--- config.mk ---
export PLATFORM = sky130hd
export DESIGN_NAME = fetch_prefetch_unit
export DESIGN_NICKNAME = d
export VERILOG_FILES = /design/src/rtl/fetch_prefetch_unit.sv
export SDC_FILE = /design/constraint.sdc
export NUM_CORES = 1
export LEC_CHECK = 0
export CAP_MARGIN = 20
export CORE_MARGIN = 5
export CORE_UTILIZATION = 30
export CTS_CLUSTER_SIZE = 20
export DETAILED_ROUTE_END_ITERATION = 12
export PLACE_DENSITY_LB_ADDON = 0.3
export SYNTH_ARGS = -nofsm -noshare
export SYNTH_HDL_FRONTEND = slang
export SYNTH_SLANG_ARGS = --single-unit
--- constraint.sdc ---
create_clock -name clk -period 3.8 [get_ports clk]
set_clock_uncertainty 0.1 [all_clocks]
set_input_delay 0.95 -clock clk [delete_from_list [all_inputs] [get_ports clk]]
set_output_delay 0.95 -clock clk [all_outputs]
set_load 0.05 [all_outputs]
--- src/rtl/fetch_prefetch_unit.sv ---
// fetch_prefetch_unit: instruction fetch front end.
// Issues sequential word reads over a req/gnt + rvalid bus, buffers returned
// words in a first-word-fall-through queue and presents {instruction, pc} to
// decode over valid/ready. A redirect flushes the queue, retargets both the
// request and response PC, and discards every response still in flight.
module fetch_prefetch_unit #(
    parameter logic [31:0] RESET_PC        = 32'h0000_0000,
    parameter int unsigned FIFO_DEPTH      = 4,
    parameter int unsigned MAX_OUTSTANDING = 2
) (
    input  logic        clk,
    input  logic        rst,
    output logic        imem_req,
    output logic [31:0] imem_addr,
    input  logic        imem_gnt,
    input  logic        imem_rvalid,
    input  logic [31:0] imem_rdata,
    input  logic        redirect,
    input  logic [31:0] redirect_pc,
    output logic        instr_valid,
    output logic [31:0] instruction,
    output logic [31:0] instr_pc,
    input  logic        instr_ready
);

    localparam int unsigned PTR_W = (FIFO_DEPTH > 1) ? $clog2(FIFO_DEPTH) : 1;
    localparam int unsigned CNT_W = $clog2(FIFO_DEPTH + 1);
    localparam int unsigned OUT_W = $clog2(MAX_OUTSTANDING + 1);
    localparam int unsigned SUM_W = CNT_W + 1;

    logic              active;
    logic [31:0]       fetch_pc;
    logic [31:0]       rsp_pc;
    logic [31:0]       redirect_target;
    logic [CNT_W-1:0]  count;
    logic [OUT_W-1:0]  outstanding;
    logic [OUT_W-1:0]  outstanding_next;
    logic [OUT_W-1:0]  discard;
    logic [PTR_W-1:0]  rd_ptr;
    logic [PTR_W-1:0]  wr_ptr;
    logic [SUM_W-1:0]  credit_used;
    logic              issue;
    logic              rsp_accept;
    logic              push;
    logic              pop;
    logic [31:0]       q_instr [FIFO_DEPTH];
    logic [31:0]       q_pc    [FIFO_DEPTH];

    // Issue credit, handshake qualifiers and queue-head presentation
    always_comb begin
        redirect_target  = redirect_pc & 32'hFFFF_FFFC;
        credit_used      = SUM_W'(count) + SUM_W'(outstanding);
        imem_req         = active && !redirect
                           && (outstanding < OUT_W'(MAX_OUTSTANDING))
                           && (credit_used < SUM_W'(FIFO_DEPTH));
        imem_addr        = fetch_pc;
        issue            = imem_req && imem_gnt;
        rsp_accept       = imem_rvalid && (outstanding != '0);
        push             = rsp_accept && !redirect && (discard == '0);
        instr_valid      = (count != '0) && !redirect;
        pop              = instr_valid && instr_ready;
        outstanding_next = outstanding + OUT_W'(issue) - OUT_W'(rsp_accept);
        instruction      = '0;
        instr_pc         = '0;
        if (count != '0) begin
            instruction = q_instr[rd_ptr];
            instr_pc    = q_pc[rd_ptr];
        end
    end

    // Fetch/response PCs, credit counters, discard count and queue pointers
    always_ff @(posedge clk or posedge rst) begin
        if (rst) begin
            active      <= 1'b0;
            fetch_pc    <= RESET_PC;
            rsp_pc      <= RESET_PC;
            count       <= '0;
            outstanding <= '0;
            discard     <= '0;
            rd_ptr      <= '0;
            wr_ptr      <= '0;
        end else begin
            active      <= 1'b1;
            outstanding <= outstanding_next;
            if (redirect) begin
                fetch_pc <= redirect_target;
                rsp_pc   <= redirect_target;
                count    <= '0;
                rd_ptr   <= '0;
                wr_ptr   <= '0;
                discard  <= outstanding_next;
            end else begin
                if (issue) begin
                    fetch_pc <= fetch_pc + 32'd4;
                end
                if (rsp_accept && (discard != '0)) begin
                    discard <= discard - OUT_W'(1);
                end
                if (push) begin
                    rsp_pc <= rsp_pc + 32'd4;
                    wr_ptr <= wr_ptr + PTR_W'(1);
                end
                if (pop) begin
                    rd_ptr <= rd_ptr + PTR_W'(1);
                end
                if (push && !pop) begin
                    count <= count + CNT_W'(1);
                end else if (pop && !push) begin
                    count <= count - CNT_W'(1);
                end
            end
        end
    end

    // Queue storage; entries are only observed while counted, so no reset
    always_ff @(posedge clk) begin
        if (push) begin
            q_instr[wr_ptr] <= imem_rdata;
            q_pc[wr_ptr]    <= rsp_pc;
        end
    end

    // A response with nothing outstanding is a bus protocol violation
    assert property (@(posedge clk) disable iff (rst) imem_rvalid |-> (outstanding != '0));

endmodule

==> Word-level counts from Yosys, hierarchy flattened <==
Memories as Yosys holds them, arrays and structs flattened.
Cells that the tools add are included.
{ "word_totals": {"regBits": 76, "latch_bits": 0, "mem_bits_rw": 256, "rom_bits": 0, "input_bits": 70, "out_inout_bits": 98, "wordCells": 63, "memories": 2} }
{ "mem_list": {"columns": ["memory", "words", "word_bits", "read_ports", "rd_ports_with_merged_regs", "wr", "line_no", "rtl"], "rows": [
  ["q_instr", 4, 32, 1, 0, 1, "46", "logic [31:0] q_instr [FIFO_DEPTH];"],
  ["q_pc", 4, 32, 1, 0, 1, "47", "logic [31:0] q_pc [FIFO_DEPTH];"]
]} }
{ "op_classes": {"addsub": 10, "multipliers": 0, "n_div": 0, "n_lt_le_gt_ge": 2, "eq_ne": 0, "n_shift": 0, "muxes": 17, "n_bitwise": 0, "reduce_logical": 24} }
{ "ops": {"columns": ["op", "n"], "rows": [
  ["32-bit 2-to-1 mux", 6],
  ["32-bit by 3-bit adder with 32-bit output, second input constant", 2],
  ["1-bit logical AND", 12],
  ["2-bit 2-to-1 mux", 6],
  ["2-bit nonzero test", 6],
  ["3-bit 2-to-1 mux", 3],
  ["3-bit nonzero test", 2],
  ["2-bit by 1-bit adder with 2-bit output, second input constant", 2],
  ["3-bit by 2-bit adder with 4-bit output", 1],
  ["4-bit by 3-bit less-than comparator with 1-bit output, second input constant", 1],
  ["3-bit by 1-bit adder with 3-bit output, second input constant", 1],
  ["1-bit zero test", 3],
  ["3-bit by 1-bit subtractor with 3-bit output, second input constant", 1],
  ["2-bit by 1-bit adder with 2-bit output", 1],
  ["2-bit zero test", 1],
  ["2-bit less-than comparator, second input constant", 1],
  ["1-bit 2-to-1 mux", 2],
  ["2-bit by 1-bit subtractor with 2-bit output", 1],
  ["2-bit by 1-bit subtractor with 2-bit output, second input constant", 1]
]} }

==> Longest topological paths before layout <==
Gate-level depths: netlist of the first run.
{ "logic_depth": {"ltp_word": 9, "ltp_mapped": 14} }

==> Worst setup path after synthesis of the first run <==
Ideal clock, no wire load.
{ "synth_timing": {"kind": "input-to-reg", "start": "input redirect", "end": "memory q_instr[2][0], enable pin", "setup_ns": 0.427, "arrival_time_ns": 3.038, "t_required_ns": 3.273, "path_slack_ns": 0.235, "cell_stages": 4, "path_buffers": 2, "cell_sequence": "buf_4 > clkinv_1 > clkbuf_1 > and3_1"} }
{ "synth_between": {"elab_chain_len": 5} }
{ "synth_rtl": {"columns": ["item", "line_no", "rtl"], "rows": [
  ["start, declared", "18", "input logic redirect,"],
  ["1-bit zero test", "59", "push = rsp_accept && !redirect && (discard == '0);"],
  ["1-bit logical AND (2 in a row)", "59", null],
  ["1-bit 2-to-1 mux", "117", "if (push) begin"],
  ["1-bit 2-to-1 mux (not written as such)", "118", "q_instr[wr_ptr] <= imem_rdata;"],
  ["end, declared", "46", null]
]} }
Every way passes these cells.

==> Worst setup path in the final report of the first run <==
{ "layout_timing": {"start": "register rd_ptr[0]", "end": "output instr_pc[15]"} }
{ "layout_between": {"elab_chain_len": 2} }
{ "layout_rtl": {"columns": ["item", "line_no", "rtl"], "rows": [
  ["start, declared", "39", "logic [PTR_W-1:0] rd_ptr;"],
  ["start signal, assigned", "104", "rd_ptr <= rd_ptr + PTR_W'(1);"],
  ["memory 4 x 32 bit", null, null],
  ["32-bit 2-to-1 mux", "65", "if (count != '0) begin"],
  ["end, declared", "22", "output logic [31:0] instr_pc,"]
]} }
Every way passes these cells.

==> results.txt, run 1 <==
Run status: finished, final reports clean
Clk buf depth: 3
Largest net degree at the start of global routing: 63
Worst-skew pair later-pin latency: 0.53 ns
FMAX: 0.274 GHz
Worst Setup Start Kind: flop
Final core occ: 38.3%
Vias per cell: 4.77
Final TNS setup: 0 ns
CTS Root Cell: clkbuf_16
Flop2flop setup slack: 1.27 ns
CP max stage delay: 0.70 ns
Routed vias: 7838
Detailed placement HPWL: 20.4 mm
Total Power: 11600 uW
Slowest-stage cell, CP: clkdlybuf4s50_1
Core area: 44400 um2
Worst-path maximum fanout: 11
Grt ovf: 0
Critical-path cell list: mux4_2 -> and2_1 -> clkdlybuf4s50_1
Vias in the first global route: 8222
Ys Warns: 0
Num CTS Buffers: 37
Drt initial violations: 429
Final Hold Viols: 0
Post-synth EDFFs: 248
Max-slew violation count: 0
R2R Path Start: count[1]
Share of cells above drive strength 1: 19.0%
Tightest Pin Transition: 1.04 ns
Clk sinks: 320
Die H: 222 um
ANT cells: 0
Initial Utilization: 30.5%
Count of cell types in the netlist: 58
Min-Delay Path Class: flop to flop
Wirelength per Cell: 19.4 um
IO buf count: 161
Rel. slew slack: 30.5%
FF+latch count, synth: 320
Drt first pass iters: 4
Max VDD drop: 0.000419 V
GPL Wtd Cong: 0.743
Drt drc: 0
Launch point of the worst hold path: rsp_pc[9]
# H-tree levels: 2
Detailed Route WL: 31.8 mm
P per Cell Area: 680 nW/um2
Ys flop type: edfxtp_1
Worst setup EP type: output port
Antenna viol nets, final: 0
Hold Path Depth: 0
Crit path time final: 3.65 ns
CP Data Required Time: 2.75 ns
Crit. Startpoint: rd_ptr[0]
Initial antenna violation count: 0
Die X: 222 um
Lkg Pwr: 0.00582 uW
Fill count: 4170
First-pass GRT wire length: 49.6 mm
Clk slew on worst S/H paths: 0.06 ns
FP Rows: 77
Total track usage: 12.7%
Post-layout net count: 1106
Cells after Synth: 847
Die area: 49500 um2
Syn Area/Cell: 16.0 um2
RR Endpoint: count[2]
Hold Path Sink: q_pc[3][9]
Area Growth Syn to Fin: 25.6%
CTS hold repair buffers: 0
Period utilization: 96.0%
Top-level I/O count: 168
Synthesized area: 13500 um2
Setup violations, final: 0
Asr flop ratio synth: 22.5%
Arrival time worst endpoint: 2.60 ns
RSZ-0062 raised after global routing: no
R2R depth: 9
Share of the yosys chip area belonging to registers: 68.3%
TritonCTS clock tree: built
Kind of critical path: flop to output port
Max-cap violations: 0
==> where the power goes <==
part           switching (uW)  total (uW)  leakage, uW  internal (uW)
Combinational            2590        4010      0.00216           1430
Clock                    1340        3300     0.000550           1960
Sequential                238        4240      0.00311           4000
==> cell usage after synthesis (all sizes together), types with 3 or more instances <==
master / count / area (um2)
buf: 19 / 119
and3: 12 / 75.1
nand3: 26 / 130
o311ai: 11 / 96.3
nor3: 14 / 75.1
clkbuf: 28 / 105
nor4: 9 / 111
and4: 9 / 80.1
and2: 67 / 419
mux2: 7 / 78.8
ha: 10 / 125
nand2: 51 / 194
inv: 19 / 71.3
o21ai: 39 / 195
nand2b: 3 / 18.8
mux4: 62 / 1400
a21oi: 6 / 30.0
xnor2: 34 / 298
a31oi: 7 / 43.8
nand4: 19 / 119
a21boi: 7 / 52.6
nor2: 25 / 93.8
o211ai: 6 / 58.8
dfrtp: 72 / 1800
edfxtp: 248 / 7450
xor2: 9 / 78.8
==> cell type report <==
type                    instances  area, um2  share of cell area (%)
flip-flops and latches        320       9250                    54.4
clock buffers                  54       1030                    6.06
inverters                      21       78.8                   0.464
clock inverters                11       93.8                   0.552
multi-input cells             462       4010                    23.6
repair buffers                183       1800                    10.6
well taps                     592        741                    4.36
==> registers in the layout, summed over array words and instances (netlist names) <==
register	count
q_instr	128
rsp_pc	30
q_pc	120
imem_addr	30
active	1
discard	2
wr_ptr	2
outstanding	2
rd_ptr	2
count	3
==> repair_timing <==
| action | 4_1_cts | 5_1_grt |
|---|---|---|
| setup endpoints to repair | 25 | 0 |
| hold endpoints to repair | 0 | 0 |
| resized for setup | 23 | 0 |
| buffers inserted | 0 | 0 |
==> kinds of logic after synthesis <==
kind of cell | Yosys count | synth area share (%)
and+or+nand+nor | 246 | 10.4
adders and majority gates | 11 | 1.07
xor gates and xnor gates | 43 | 2.78
other | 2 | 0.0555
DFF | 320 | 68.3
buffers and inverters | 68 | 2.24
AOI/OAI and AO/OA | 87 | 4.20
muxes | 70 | 11.0
==> how the worst max path moves through the flow <==
stage / depth (start not counted) / end / slack (ns)
finish: 3 / instr_pc[15] / 0.15
global route: 3 / instr_pc[15] / 0.06
CTS: 3 / instr_pc[15] / 0.07
detailed placement: 3 / instr_pc[18] / 0.44
global placement: 3 / instr_pc[18] / 0.46
floorplan: 4 / q_instr[2][0] / 0.24
==> layer usage <==
layer | vias to the layer above | global-route usage, % | part of all wire (%)
li1 | 3613 | - | -
met1 | 3991 | 17.6 | 46
met2 | 191 | 20.2 | 47
met3 | 43 | 3.21 | 5.6
met4 | 0 | 3.38 | 1.8
met5 | - | 0 | 0
==> cells in the final DEF (no fill, tap or decap), drive strengths merged, types with 9 or more instances in the layout <==
| master | synthesis | routed |
|---|---|---|
| and4 | 9 | 9 |
| mux4 | 62 | 62 |
| ha | 10 | 10 |
| nor4 | 9 | 9 |
| clkdlybuf4s50 | 0 | 99 |
| clkinv | 2 | 9 |
| edfxtp | 248 | 248 |
| dlygate4sd2 | 0 | 22 |
| nand2 | 51 | 51 |
| xor2 | 9 | 9 |
| clkbuf | 28 | 54 |
| o311ai | 11 | 11 |
| nand3 | 26 | 26 |
| nand4 | 19 | 19 |
| and2 | 67 | 67 |
| xnor2 | 34 | 34 |
| o21ai | 39 | 39 |
| buf | 19 | 62 |
| nor2 | 25 | 25 |
| dfrtp | 72 | 72 |
| inv | 19 | 22 |
| nor3 | 14 | 14 |
| and3 | 12 | 12 |
==> metrics by stage <==
step                hold slack [ns]  std cells  instance area, um2  worst slack [ns]
floorplan                     0.376        850               13500             0.235
global placement              0.423       1578               15900             0.461
detailed placement            0.435       1578               15900             0.443
CTS                           0.453       1643               17000            0.0746
global route                  0.495       1643               17000            0.0590
finish                        0.436       1643               17000             0.153
==> worst max-delay path, delay by kind of cell, from the launching register on <==
family / cells / cell delay [ns]
multiplexers: 1 / 0.59
flip-flops: 1 / 0.58
AND/OR/NAND/NOR: 1 / 0.18
buffers and inverters: 1 / 0.70
(Power assumes the default switching activity.)
==> inputs of run 2 (changes only) <==
--- a/config.mk
+++ b/config.mk
@@ -5,6 +5,7 @@
 export SDC_FILE = /design/constraint.sdc
 export NUM_CORES = 1
 export LEC_CHECK = 0
+export ABC_CLOCK_PERIOD_IN_PS = 3800
 export CAP_MARGIN = 20
 export CORE_MARGIN = 5
 export CORE_UTILIZATION = 30
==> results of run 2 <==
No change in the layout: final DEF, timing and power equal those of run 1.
